<file path="src/rtl/exibe_sequencia.sv">
// Plays back addresses 0..limite of a 16x4 sync ROM on the LEDs: each value lit T_ACESO clocks, then blank T_APAGADO clocks.
// Latency: 2 + T_ACESO + T_APAGADO clocks per value; pronto pulses one clock after the last value; no backpressure.
module exibe_sequencia #(
  parameter int T_ACESO   = 500,
  parameter int T_APAGADO = 250
) (
  input  logic       clock,
  input  logic       reset,
  input  logic       iniciar,
  input  logic [3:0] limite,
  input  logic [3:0] dado_mem,
  output logic [3:0] endereco,
  output logic [3:0] leds,
  output logic       exibindo,
  output logic       pronto,
  output logic [3:0] db_estado
);

  localparam int T_MAX = (T_ACESO > T_APAGADO) ? T_ACESO : T_APAGADO;
  localparam int TW    = (T_MAX > 1) ? $clog2(T_MAX) : 1;
  localparam logic [TW-1:0] ULT_ACESO   = TW'(T_ACESO - 1);
  localparam logic [TW-1:0] ULT_APAGADO = TW'(T_APAGADO - 1);

  typedef enum logic [3:0] {
    INICIAL = 4'h0,
    PREPARA = 4'h1,
    ACENDE  = 4'h2,
    APAGA   = 4'h3,
    PROXIMO = 4'h4,
    FIM     = 4'hF
  } estado_t;

  estado_t       estado_q, estado_d;
  logic [3:0]    endereco_q, endereco_d;
  logic [3:0]    limite_q, limite_d;
  logic [TW-1:0] timer_q, timer_d;

  always_ff @(posedge clock or posedge reset) begin
    if (reset) begin
      estado_q   <= INICIAL;
      endereco_q <= 4'h0;
      limite_q   <= 4'h0;
      timer_q    <= '0;
    end else begin
      estado_q   <= estado_d;
      endereco_q <= endereco_d;
      limite_q   <= limite_d;
      timer_q    <= timer_d;
    end
  end

  always_comb begin
    estado_d   = estado_q;
    endereco_d = endereco_q;
    limite_d   = limite_q;
    timer_d    = timer_q;
    leds       = 4'h0;
    exibindo   = 1'b1;
    pronto     = 1'b0;
    case (estado_q)
      INICIAL: begin
        exibindo   = 1'b0;
        endereco_d = 4'h0;
        if (iniciar) begin
          limite_d = limite;
          estado_d = PREPARA;
        end
      end
      // ROM output for the current address becomes valid during this clock
      PREPARA: begin
        timer_d  = '0;
        estado_d = ACENDE;
      end
      ACENDE: begin
        leds = dado_mem;
        if (timer_q == ULT_ACESO) begin
          timer_d  = '0;
          estado_d = APAGA;
        end else begin
          timer_d = timer_q + 1'b1;
        end
      end
      APAGA: begin
        if (timer_q == ULT_APAGADO) begin
          timer_d  = '0;
          estado_d = PROXIMO;
        end else begin
          timer_d = timer_q + 1'b1;
        end
      end
      PROXIMO: begin
        timer_d = '0;
        if (endereco_q == limite_q) begin
          estado_d = FIM;
        end else begin
          endereco_d = endereco_q + 4'h1;
          estado_d   = PREPARA;
        end
      end
      FIM: begin
        exibindo   = 1'b0;
        pronto     = 1'b1;
        endereco_d = 4'h0;
        estado_d   = INICIAL;
      end
      default: estado_d = INICIAL;
    endcase
  end

  assign endereco  = endereco_q;
  assign db_estado = estado_q;

endmodule

</file>
<file path="config.mk">
export PLATFORM = sky130hd
export DESIGN_NAME = exibe_sequencia
export DESIGN_NICKNAME = d
export VERILOG_FILES = /design/src/rtl/exibe_sequencia.sv
export SDC_FILE = /design/constraint.sdc
export NUM_CORES = 1
export LEC_CHECK = 0
export BUFFER_PORTS_ARGS = -buffer_cell sky130_fd_sc_hd__buf_4
export CAP_MARGIN = 20
export CORE_UTILIZATION = 48
export CTS_CLUSTER_SIZE = 24
export DETAILED_ROUTE_END_ITERATION = 8
export PLACE_DENSITY_LB_ADDON = 0.25
export SLEW_MARGIN = 25
export SYNTH_ARGS = -nofsm -noshare
export SYNTH_HDL_FRONTEND = slang
export SYNTH_SLANG_ARGS = --single-unit
</file>
<file path="constraint.sdc">
create_clock -name clock -period 1.59 [get_ports clock]
set_clock_uncertainty 0.05 [all_clocks]
set_input_delay 0.0795 -clock clock [delete_from_list [all_inputs] [get_ports clock]]
set_output_delay 0.0795 -clock clock [all_outputs]
set_load 0.02 [all_outputs]
</file>
==> results of run 1 <==
==> power by group <==
group          switching (W)  internal (W)
clock               0.000178     0.0000940
sequential                 0      0.000534
combinational      0.0000276     0.0000394
total               0.000205      0.000667
==> cell usage in the layout, fill, tap and decap left out, types with 2 or more instances in the layout <==
master          n
or2_2           3
dfrtp_2         4
buf_6           8
xnor2_1         5
o21ai_1         2
nand3_1        10
dlygate4sd3_1   5
ha_1            3
buf_4          44
xor2_1          3
and2_4          2
nor2_2          3
dfrtp_1        17
nand4_1         2
inv_1           3
a21oi_1         5
nor2_1          7
nor4b_4         2
and2_1          2
nand2_1         8
clkbuf_4        3
nor3_1          4
or3_1           2
o22ai_1         4
and3_1          4
o21ai_0         6
mux2_2          4
a211oi_2        2
==> worst reg2reg max path, delay by kind of cell, from the launching register on <==
family,cells,cell delay [ns]
AOI/OAI and AO/OA,2,0.60
xor gates and xnor gates,1,0.14
buffers and inverters,1,0.17
DFF,1,0.47
and+or+nand+nor,1,0.31
==> kinds of logic (layout without fill, tap and decap cells) <==
kind of cell / count (synthesis) / count (layout) / share of synthesized area
xor gates and xnor gates: 8 / 8 / 0.0568
AOI/OAI and AO/OA: 26 / 26 / 0.142
muxes: 5 / 5 / 0.0446
buffers and inverters: 9 / 67 / 0.0385
adders and majority gates: 3 / 3 / 0.0304
DFF: 21 / 21 / 0.426
and+or+nand+nor: 58 / 58 / 0.262
==> final timing paths <==
path,depth (start not counted),start,slack [ns],to
max,5,db_estado[0]$_DFFE_PP0P_,-0.23,db_estado[2]$_DFFE_PP0P_
min,3,iniciar,0.12,limite_q[2]$_DFFE_PP0P_
max reg2reg,5,db_estado[0]$_DFFE_PP0P_,-0.23,db_estado[2]$_DFFE_PP0P_
min reg2reg,1,limite_q[3]$_DFFE_PP0P_,0.51,limite_q[3]$_DFFE_PP0P_
max in group asynchronous,4,reset,0.95,db_estado[1]$_DFFE_PP0P_
min in group asynchronous,4,reset,0.30,limite_q[2]$_DFFE_PP0P_
==> routing by layer <==
layer / vias up / track usage / routed length [um]
met5: - / 0 / 0
met4: 0 / 0.0702 / 40
met3: 6 / 0.0348 / 144
met2: 42 / 0.430 / 1780
met1: 604 / 0.308 / 1380
li1: 583 / - / -
==> stage by stage <==
step	TNS (ns)	setup slack (ns)	area, um2
floorplan	-2.19	-0.220	1240
global placement	-1.45	-0.137	1590
detailed placement	-1.87	-0.197	1590
CTS	-2.83	-0.210	1760
global route	-4.55	-0.307	1840
finish	-3.46	-0.233	1840
==> sequential cells by signal, summed over array words and instances (netlist names) <==
| register | flops |
|---|---|
| timer_q | 9 |
| endereco | 4 |
| limite_q | 4 |
| db_estado | 4 |
==> what timing repair did <==
item / in CTS / in global routing
endpoints found under the hold margin: 25 / 0
cloned: 0 / 0
setup endpoints to repair: 21 / 21
pin swaps: 7 / 8
resized for setup: 13 / 13
hold buffers: 5 / 0
setup buffers: 4 / 6
==> cell type report <==
type	instances	area (um2)
inverter	4	15.0
sequential	21	531
fill	170	616
clock inverter	1	5.00
clock buffer	3	22.5
timing repair buffer	59	505
multi-input combinational	100	723
tap	30	37.5
==> metrics.md, run 1 <==
| Metric | Value |
|---|---|
| Status | complete, but fails checks |
| Final setup fails | 19 |
| Biggest cell delay along the critical path | 0.47 ns |
| Min cycle time layout | 1.82 ns |
| Arrival @ worst endpoint | 2.00 ns |
| Sequential share of the synthesized area | 0.426 |
| Mapped Avg Cell Area | 9.49 um2 |
| Crit start category | flop |
| Pleak | 0.882 nW |
| RSZ-0062 raised after global routing | yes |
| Initial Utilization | 0.503 |
| Max cap viols | 0 |
| Yosys warns | 0 |
| Synth area leader | dfrtp_1 |
| Die Y | 52.7 um |
| PortBufs | 24 |
| Critical Path RT | 1.77 ns |
| Vias in the first global route | 1092 |
| Commonest cells post-synth | dfrtp_1, nand3_1, nor2_1 |
| CTS tree | done |
| Number of vias per cell | 5.67 |
| Final Hold Viols | 0 |
| H-tree level count | 1 |
| Mapped Area | 0.00123 mm2 |
| Post-DP HPWL | 2160 um |
| Clk_lat worst skew | 0.31 ns |
| CP top delay family | compound AO/OA/AOI/OAI gates |
| Failing checks | negative setup slack |
| Cells after DPL | 199 |
| Cells after Synth | 130 |
| Worst hold path class | input port to flop |
| Post-synthesis register bit count | 21 |
| FMAX | 548 MHz |
| Clk sinks | 21 |
| Proportion of netlist area held by the largest area contributor | 0.426 |
| Core ar. | 0.00245 mm2 |
| P&R area growth vs syn | 49.1% |
| Max clock buf depth | 2 |
| Drt drc | 0 |
| Initial antenna violation count | 0 |
| Worst setup EP type | flop |
| Peak VDD IR | 0.000524 V |
| CP Cell Sequence | xnor2_1 > or3_1 > a221o_2 > buf_4 > a211oi_2 |
| Final Util | 0.749 |
| Ant. Diodes | 0 |
| Root Driver | clkbuf_4 |
| Fin Hold WS | 0.120 ns |
| Num CTS Buffers | 3 |
| Slew @ Worst Pin | 0.482 ns |
| Global-route wire length before repair | 4920 um |
| Pin count of the biggest net entering global routing | 22 |
| Final GP Congestion | 0.850 |
| Top post-synthesis cells by area | dfrtp_1, nand3_1, mux2_2 |
| Crit path buf inv count | 1 |
| Critical path's slowest cell | dfrtp_2 |
| Clock transition at the registers of the reported paths | 0.13 ns |
| Post-synth ARST share | 1.00 |
| Final worst-path cycle share | 1.15 |
| Most numerous cell in the Yosys netlist | dfrtp_1 |
| P per Cell Area | 474 mW/mm2 |
| Crit Path Category | flop to flop |
| Total power draw | 0.000872 W |
| Final setup margin | -0.233 ns |
| EDFF count, synth | 0 |
| GRT Total Usage | 0.245 |
| IO Count | 25 |
| Post-synth cell types | 39 |
| Routed len/inst | 15.4 um |
| Overflow after GRT | 0 |
| Fraction of final layout cells sized beyond drive strength 1 | 0.452 |
| Die width | 52.7 um |
| Antenna Nets Post-Route | 0 |
| Main synth FF type | dfrtp_1 |
| CP max FO | 8 |
| Routed WL | 3350 um |
| DRT iter0 DRCs | 42 |
| Max-slew violations | 0 |
| Slew headroom | 0.670 |
| Drt pass-1 iters | 4 |
| Post-synthesis net count | 144 |
| Via Count | 1235 |
| FP Rows | 18 |
| Die Footprint | 0.00278 mm2 |
| Final Non-Filler Cells | 218 |
| NumNets Final | 203 |
No activity file was read; power rests on OpenSTA's default activity.
==> run 2: changes to the inputs <==
--- a/config.mk
+++ b/config.mk
@@ -8,3 +8,2 @@
 export BUFFER_PORTS_ARGS = -buffer_cell sky130_fd_sc_hd__buf_4
-export CAP_MARGIN = 20
 export CORE_UTILIZATION = 48
==> constraint.sdc (replaced) <==
create_clock -name clock -period 1.59 [get_ports clock]
set_clock_uncertainty 0.05 [all_clocks]
set_input_delay 0.318 -clock clock [delete_from_list [all_inputs] [get_ports clock]]
set_output_delay 0.318 -clock clock [all_outputs]
set_load 0.02 [all_outputs]
==> run 2 against run 1 <==
- the run still ends with negative setup slack left
- critical endpoint is now leds[1]
- sequential share of layout area shrank 1.3 points
- highest routed layer unchanged
- global-route usage up 1.0 points
- first-iteration DRC count shrank 57%
- combinational power is 8.5% lower
- register-to-register slack got worse by 0.099 ns
- routed wire length rose by 2.4%
- sequential power is essentially flat
- critical path depth stayed put
- die area unchanged
- flip-flop and latch count unchanged
- largest power group unchanged
==> metrics.md, run 2 (synthesis results as in run 1) <==
| Metric | Value |
|---|---|
| Status | complete, but fails checks |
| Failing checks | negative setup slack |
| Gate power share | 0.071 (-0.006) |
| Most frequent cells in the layout | buf_4, dfrtp_1, buf_6, nor2_1, nand3_1 |
| Slew @ Worst Pin | 0.456 ns (-0.0266 ns) |
| RSZ-0062 raised after global routing | yes |
| Psw | 0.000202 W (-1.6%) |
| P&R area growth vs syn | 56.3% |
| Clk sinks | 21 (unchanged) |
| Post-DP HPWL | 2290 um (+5.8%) |
| DRT iter0 DRCs | 18 (-57%) |
| Core ar. | 0.00245 mm2 (unchanged) |
| H-tree level count | 1 (unchanged) |
| Global-route wire length before repair | 5220 um (+6.2%) |
| Clk_lat worst skew | 0.31 ns (about the same) |
| Max cap viols | 0 (unchanged) |
| FP Rows | 18 (unchanged) |
| Max-slew violations | 0 (unchanged) |
| Fin Hold WS | 0.177 ns (+0.0567 ns) |
| Ant. Diodes | 0 (unchanged) |
| Largest register FFs | 9 (unchanged) |
| IO Count | 25 (unchanged) |
| Worst reg2reg startpoint | db_estado[0]$_DFFE_PP0P_ |
| Sw frac | 0.234 (-0.00165) |
| Flop2flop setup slack | -0.33 ns (-0.10 ns) |
| GRT Total Usage | 0.255 (+0.0103) |
| Final setup fails | 18 (-1) |
| Num CTS Buffers | 3 (unchanged) |
| Final worst-path cycle share | 1.21 (+0.0624) |
| Register with the most flip-flops | timer_q |
| Die Y | 52.7 um (unchanged) |
| Initial Utilization | 0.503 (unchanged) |
| Crit start category | flop |
| Internal power | 0.000663 W (-0.66%) |
| Worst hold path class | input port to flop |
| Drt drc | 0 (unchanged) |
| Die width | 52.7 um (unchanged) |
| Routed WL | 3430 um (+2.4%) |
| Die Footprint | 0.00278 mm2 (unchanged) |
| Vias in the first global route | 1179 (+8.0%) |
| Cells after DPL | 211 (+6.0%) |
| Final Hold Viols | 0 (unchanged) |
| FMAX | 520 MHz (-5.2%) |
| Total power draw | 0.000865 W (-0.87%) |
| Min cycle time layout | 1.92 ns (+0.0993 ns) |
| PortBufs | 24 (unchanged) |
| Clock share of power | 0.312 (about the same) |
| R2r endpoint | timer_q[3]$_DFFE_PP0P_ |
| Flop pwr share | 0.617 (+0.005) |
| Antenna Nets Post-Route | 0 (unchanged) |
| Pin count of the biggest net entering global routing | 22 (unchanged) |
| Hold EP | limite_q[1]$_DFFE_PP0P_ |
| Crit Path Category | flop to output pin |
| Overflow after GRT | 0 (unchanged) |
| Root Driver | clkbuf_4 |
| Final Non-Filler Cells | 226 (+3.7%) |
| Peak VDD IR | 0.000434 V (-17%) |
| Arrival @ worst endpoint | 1.55 ns (-0.45 ns) |
| Via Count | 1261 (+2.1%) |
| Worst hold start | limite[1] |
| Final GP Congestion | 0.858 (+0.98%) |
| NumNets Final | 211 (+3.9%) |
| Fraction of final layout cells sized beyond drive strength 1 | 0.520 (+0.0683) |
| Number of vias per cell | 5.58 (-1.5%) |
| Pleak | 0.950 nW (+7.8%) |
| Worst setup EP type | output pin |
| Area after DPL | 0.00168 mm2 (+5.7%) |
| Routed len/inst | 15.2 um (-1.2%) |
| Critical Path RT | 1.22 ns (-0.55 ns) |
| Reg2Reg Depth | 6 (+1) |
| Drt pass-1 iters | 4 (unchanged) |
| Most common cell after layout, fill and taps aside | buf_4 |
| Max clock buf depth | 2 (unchanged) |
| P per Cell Area | 449 mW/mm2 (-5.4%) |
| Slew headroom | 0.688 (+0.0182) |
| CTS tree | done |
| Initial antenna violation count | 0 (unchanged) |
| Design area | 0.00193 mm2 (+4.8%) |
| CP max FO | 4 (-4) |
| Hold depth | 2 (-1) |
| Clock transition at the registers of the reported paths | 0.13 ns (about the same) |
| Fillers | 157 (-7.6%) |
| Final setup margin | -0.333 ns (-0.0993 ns) |
==> run 2: changes by cell type in the layout (fill, tap and decap cells not counted), sizes merged <==
cell         change
buf             +12
dlygate4sd3      -4
==> run 2: what timing repair did <==
action / in CTS / in global routing
hold buffers: 1 / 0
endpoints found under the setup margin: 22 / 21
hold endpoints to repair: 21 / 0
cloned: 0 / 0
pin swaps: 6 / 2
setup buffers: 9 / 1
resized for setup: 20 / 14
==> run 2: critical path, stage by stage, from the launching register on <==
cell,delay [ns]
dfrtp_2,0.44
buf_4,0.15
nor4b_4,0.25
buf_4,0.16
and2_4,0.14
buf_6,0.11
==> run 2: layout make-up <==
class	count	area (um2)	share of cell area
multi-input combinational	100	754	0.391
timing repair buffer	67	563	0.292
sequential	21	531	0.275
clock inverter	1	5.00	0.00260
inverter	4	15.0	0.00779
clock buffer	3	22.5	0.0117
tap	30	37.5	0.0195
==> run 2: worst max path at each step <==
stage	slack [ns]	endpoint	cells past startpoint	start
finish	-0.33	leds[1]	5	db_estado[0]$_DFFE_PP0P_
detailed placement	-0.21	timer_q[5]$_DFFE_PP0P_	5	db_estado[0]$_DFFE_PP0P_
CTS	-0.31	leds[3]	5	db_estado[3]$_DFFE_PP0P_
floorplan	-0.22	timer_q[3]$_DFFE_PP0P_	6	db_estado[0]$_DFFE_PP0P_
global route	-0.39	leds[1]	5	db_estado[0]$_DFFE_PP0P_
global placement	-0.16	timer_q[5]$_DFFE_PP0P_	5	db_estado[0]$_DFFE_PP0P_
==> run 2: power groups by stage <==
stage / Combinational (W) / Sequential [W] / Clock (W)
after floorplan: 0.0000188 / 0.000544 / 0
after global placement: 0.0000498 / 0.000544 / 0
after detailed placement: 0.0000510 / 0.000544 / 0
after CTS: 0.0000574 / 0.000534 / 0.000279
after global routing: 0.0000669 / 0.000534 / 0.000301
final: 0.0000612 / 0.000534 / 0.000270
==> run 2: per-layer routing <==
layer	vias to the layer above	track usage	share of wire
li1	600	-	-
met1	612	0.330	0.46
met4	0	0.0965	0.011
met3	6	0.0435	0.037
met5	-	0	0
met2	43	0.422	0.49
==> run 2: metrics by stage <==
step	util	TNS, ns	setup WS, ns
floorplan	-	-2.72	-0.220
global route	0.785	-5.86	-0.393
detailed placement	0.684	-2.32	-0.213
global placement	0.684	-1.94	-0.155
CTS	0.759	-4.67	-0.309
finish	0.785	-4.94	-0.333
==> run 3: changes to the inputs <==
CORE_UTILIZATION = 53   (was 48)
REMOVE_ABC_BUFFERS = 1   (was default)
clock period = 1.78 ns   (was 1.59 ns; I/O delays follow)
==> run 3 against run 2 <==
- the run still ends with negative setup slack left
- die area is 9.1% lower
- largest cell class unchanged
- highest routed layer unchanged
- critical endpoint is now leds[2]
- sequential power fell by 11%
- flip-flop and latch count did not move
- clock power decreased by 14%
==> metrics.md, run 3 (synthesis results as in run 1) <==
| Metric | Value |
|---|---|
| GRT Total Usage | 0.270 (+0.0148) |
| FP Rows | 17 (-1) |
| Crit Path Category | flop to output pin |
| Global-route wire length before repair | 5180 um (-0.92%) |
| P per Cell Area | 425 mW/mm2 (-5.3%) |
| Status | complete, but fails checks |
| Final setup margin | -0.215 ns (+0.117 ns) |
| Crit path buf inv count | 3 (unchanged) |
| CP top delay family | buffers and inverters |
| Total power draw | 0.000762 W (-12%) |
| Final GP Congestion | 0.797 (-7.1%) |
| Post-DP HPWL | 2070 um (-9.5%) |
| Worst setup EP type | output pin |
| Via Count | 1223 (-3.0%) |
| Vias in the first global route | 1172 (-0.59%) |
| Clk_lat worst skew | 0.30 ns (about the same) |
| Final setup fails | 17 (-1) |
| Critical Path RT | 1.37 ns (+0.15 ns) |
| Met3 Use GR | 0.0455 (+0.00198) |
| Drt pass-1 iters | 4 (unchanged) |
| Number of vias per cell | 5.80 (+3.9%) |
| Arrival @ worst endpoint | 1.59 ns (+0.04 ns) |
| Max-slew violations | 0 (unchanged) |
| Antenna Nets Post-Route | 0 (unchanged) |
| Ant. Diodes | 0 (unchanged) |
| NumNets Final | 198 (-6.2%) |
| Overflow after GRT | 0 (unchanged) |
| Die Y | 50.2 um (-4.6%) |
| Register with the most flip-flops | timer_q |
| Initial Utilization | 0.558 (+0.0551) |
| Slew @ Worst Pin | 0.740 ns (+0.284 ns) |
| Clock transition at the registers of the reported paths | 0.12 ns (about the same) |
| Biggest cell delay along the critical path | 0.41 ns (-0.03 ns) |
| Clk sinks | 21 (unchanged) |
| Max cap viols | 0 (unchanged) |
| Final Util | 0.811 (+0.0251) |
| Critical path's slowest cell | dfrtp_1 |
| Largest register FFs | 9 (unchanged) |
| FMAX | 501 MHz |
| Drt drc | 0 (unchanged) |
| Num CTS Buffers | 3 (unchanged) |
| Final Non-Filler Cells | 211 (-6.6%) |
| Core ar. | 0.00221 mm2 (-9.9%) |
| PortBufs | 24 (unchanged) |
| Most common cell on crit path | buf_6 |
| H-tree level count | 1 (unchanged) |
| CP max FO | 7 (+3) |
| CTS tree | done |
| Routed WL | 3370 um (-1.7%) |
| Pin count of the biggest net entering global routing | 22 (unchanged) |
| Initial antenna violation count | 0 (unchanged) |
| Final Hold Viols | 0 (unchanged) |
| IO Count | 25 (unchanged) |
| Failing checks | negative setup slack |
| Slew headroom | 0.494 (-0.194) |
| M2 GR Usage | 0.473 (+0.0514) |
| Die Footprint | 0.00252 mm2 (-9.1%) |
| Worst hold path class | input port to asynchronous set/reset pin |
| RSZ-0062 raised after global routing | yes |
| Max clock buf depth | 2 (unchanged) |
| Final worst-path cycle share | 1.12 |
| P&R area growth vs syn | 45.3% |
| Cells after DPL | 194 (-8.1%) |
| Die width | 50.2 um (-4.6%) |
| CP Cell Sequence | buf_6 > nor4b_4 > buf_4 > and2_1 > buf_6 |
| Peak VDD IR | 0.000395 V (-8.9%) |
| Routed len/inst | 16.0 um (+5.3%) |
| Met1 usage | 0.339 (+0.00882) |
| DRT iter0 DRCs | 29 (+11) |
| GRT busiest layer | met2 |
| Fraction of final layout cells sized beyond drive strength 1 | 0.454 (-0.0669) |
| Pleak | 0.873 nW (-8.1%) |
| Root Driver | clkbuf_4 |
| Crit start category | flop |
| Most common cell after layout, fill and taps aside | buf_4 |
| Most frequent cells in the layout | buf_4, dfrtp_1, nand3_1, nor2_1, buf_6 |
| Dpl ws | -0.0456 ns (+0.167 ns) |
| Min cycle time layout | 2.00 ns |
| Fin Hold WS | 0.0246 ns (-0.152 ns) |
[run 3: final cells by class]
| type | count | area (um2) |
|---|---|---|
| Clock buffer | 3 | 22.5 |
| Inverter | 4 | 15.0 |
| Multi-Input combinational cell | 100 | 732 |
| Sequential cell | 21 | 528 |
| Clock inverter | 1 | 5.00 |
| Timing Repair Buffer | 54 | 455 |
| Fill cell | 131 | 419 |
| Tap cell | 28 | 35.0 |
[run 3: where the power goes]
part           internal, W  switching (W)  leakage (nW)
Combinational    0.0000290      0.0000231         0.579
Clock            0.0000837       0.000149        0.0177
Sequential        0.000477              0         0.277
Total             0.000590       0.000172         0.873
[run 3: layer usage]
metal	vias up	wire length (um)
met5	-	0
met4	0	68
met3	8	185
met2	54	1820
met1	587	1300
li1	574	-
[run 3: worst reg2reg max path: stages (launching register included)]
cell and delay [ns]:
dfrtp_2 0.45, buf_4 0.16, or3_1 0.40, a221o_2 0.46, buf_4 0.17, a22o_1 0.18
[run 3: final timing paths]
| kind | from | endpoint | slack, ns | depth (start not counted) |
|---|---|---|---|---|
| min in group clock | limite[3] | limite_q[3]$_DFFE_PP0P_ | 0.23 | 2 |
| min | reset | limite_q[0]$_DFFE_PP0P_ | 0.02 | 3 |
| max in group asynchronous | reset | db_estado[1]$_DFFE_PP0P_ | 1.43 | 3 |
| max reg2reg | db_estado[3]$_DFFE_PP0P_ | timer_q[1]$_DFFE_PP0P_ | -0.19 | 5 |
| max | db_estado[0]$_DFFE_PP0P_ | leds[2] | -0.22 | 5 |
| min reg2reg | limite_q[1]$_DFFE_PP0P_ | limite_q[1]$_DFFE_PP0P_ | 0.50 | 1 |
[run 3: what timing repair did]
item | in CTS | in global routing
setup endpoints to repair | 13 | 17
resized for setup | 17 | 12
buffers inserted | 10 | 3
pin swaps | 6 | 4
hold buffers | 0 | 0
[run 3: metrics by stage]
| step | instance area (um2) | TNS (ns) |
|---|---|---|
| finish | 1790 | -2.25 |
| global route | 1790 | -3.39 |
| floorplan | 1200 | -0.635 |
| detailed placement | 1560 | -0.161 |
| global placement | 1560 | 0 |
| CTS | 1720 | -1.43 |
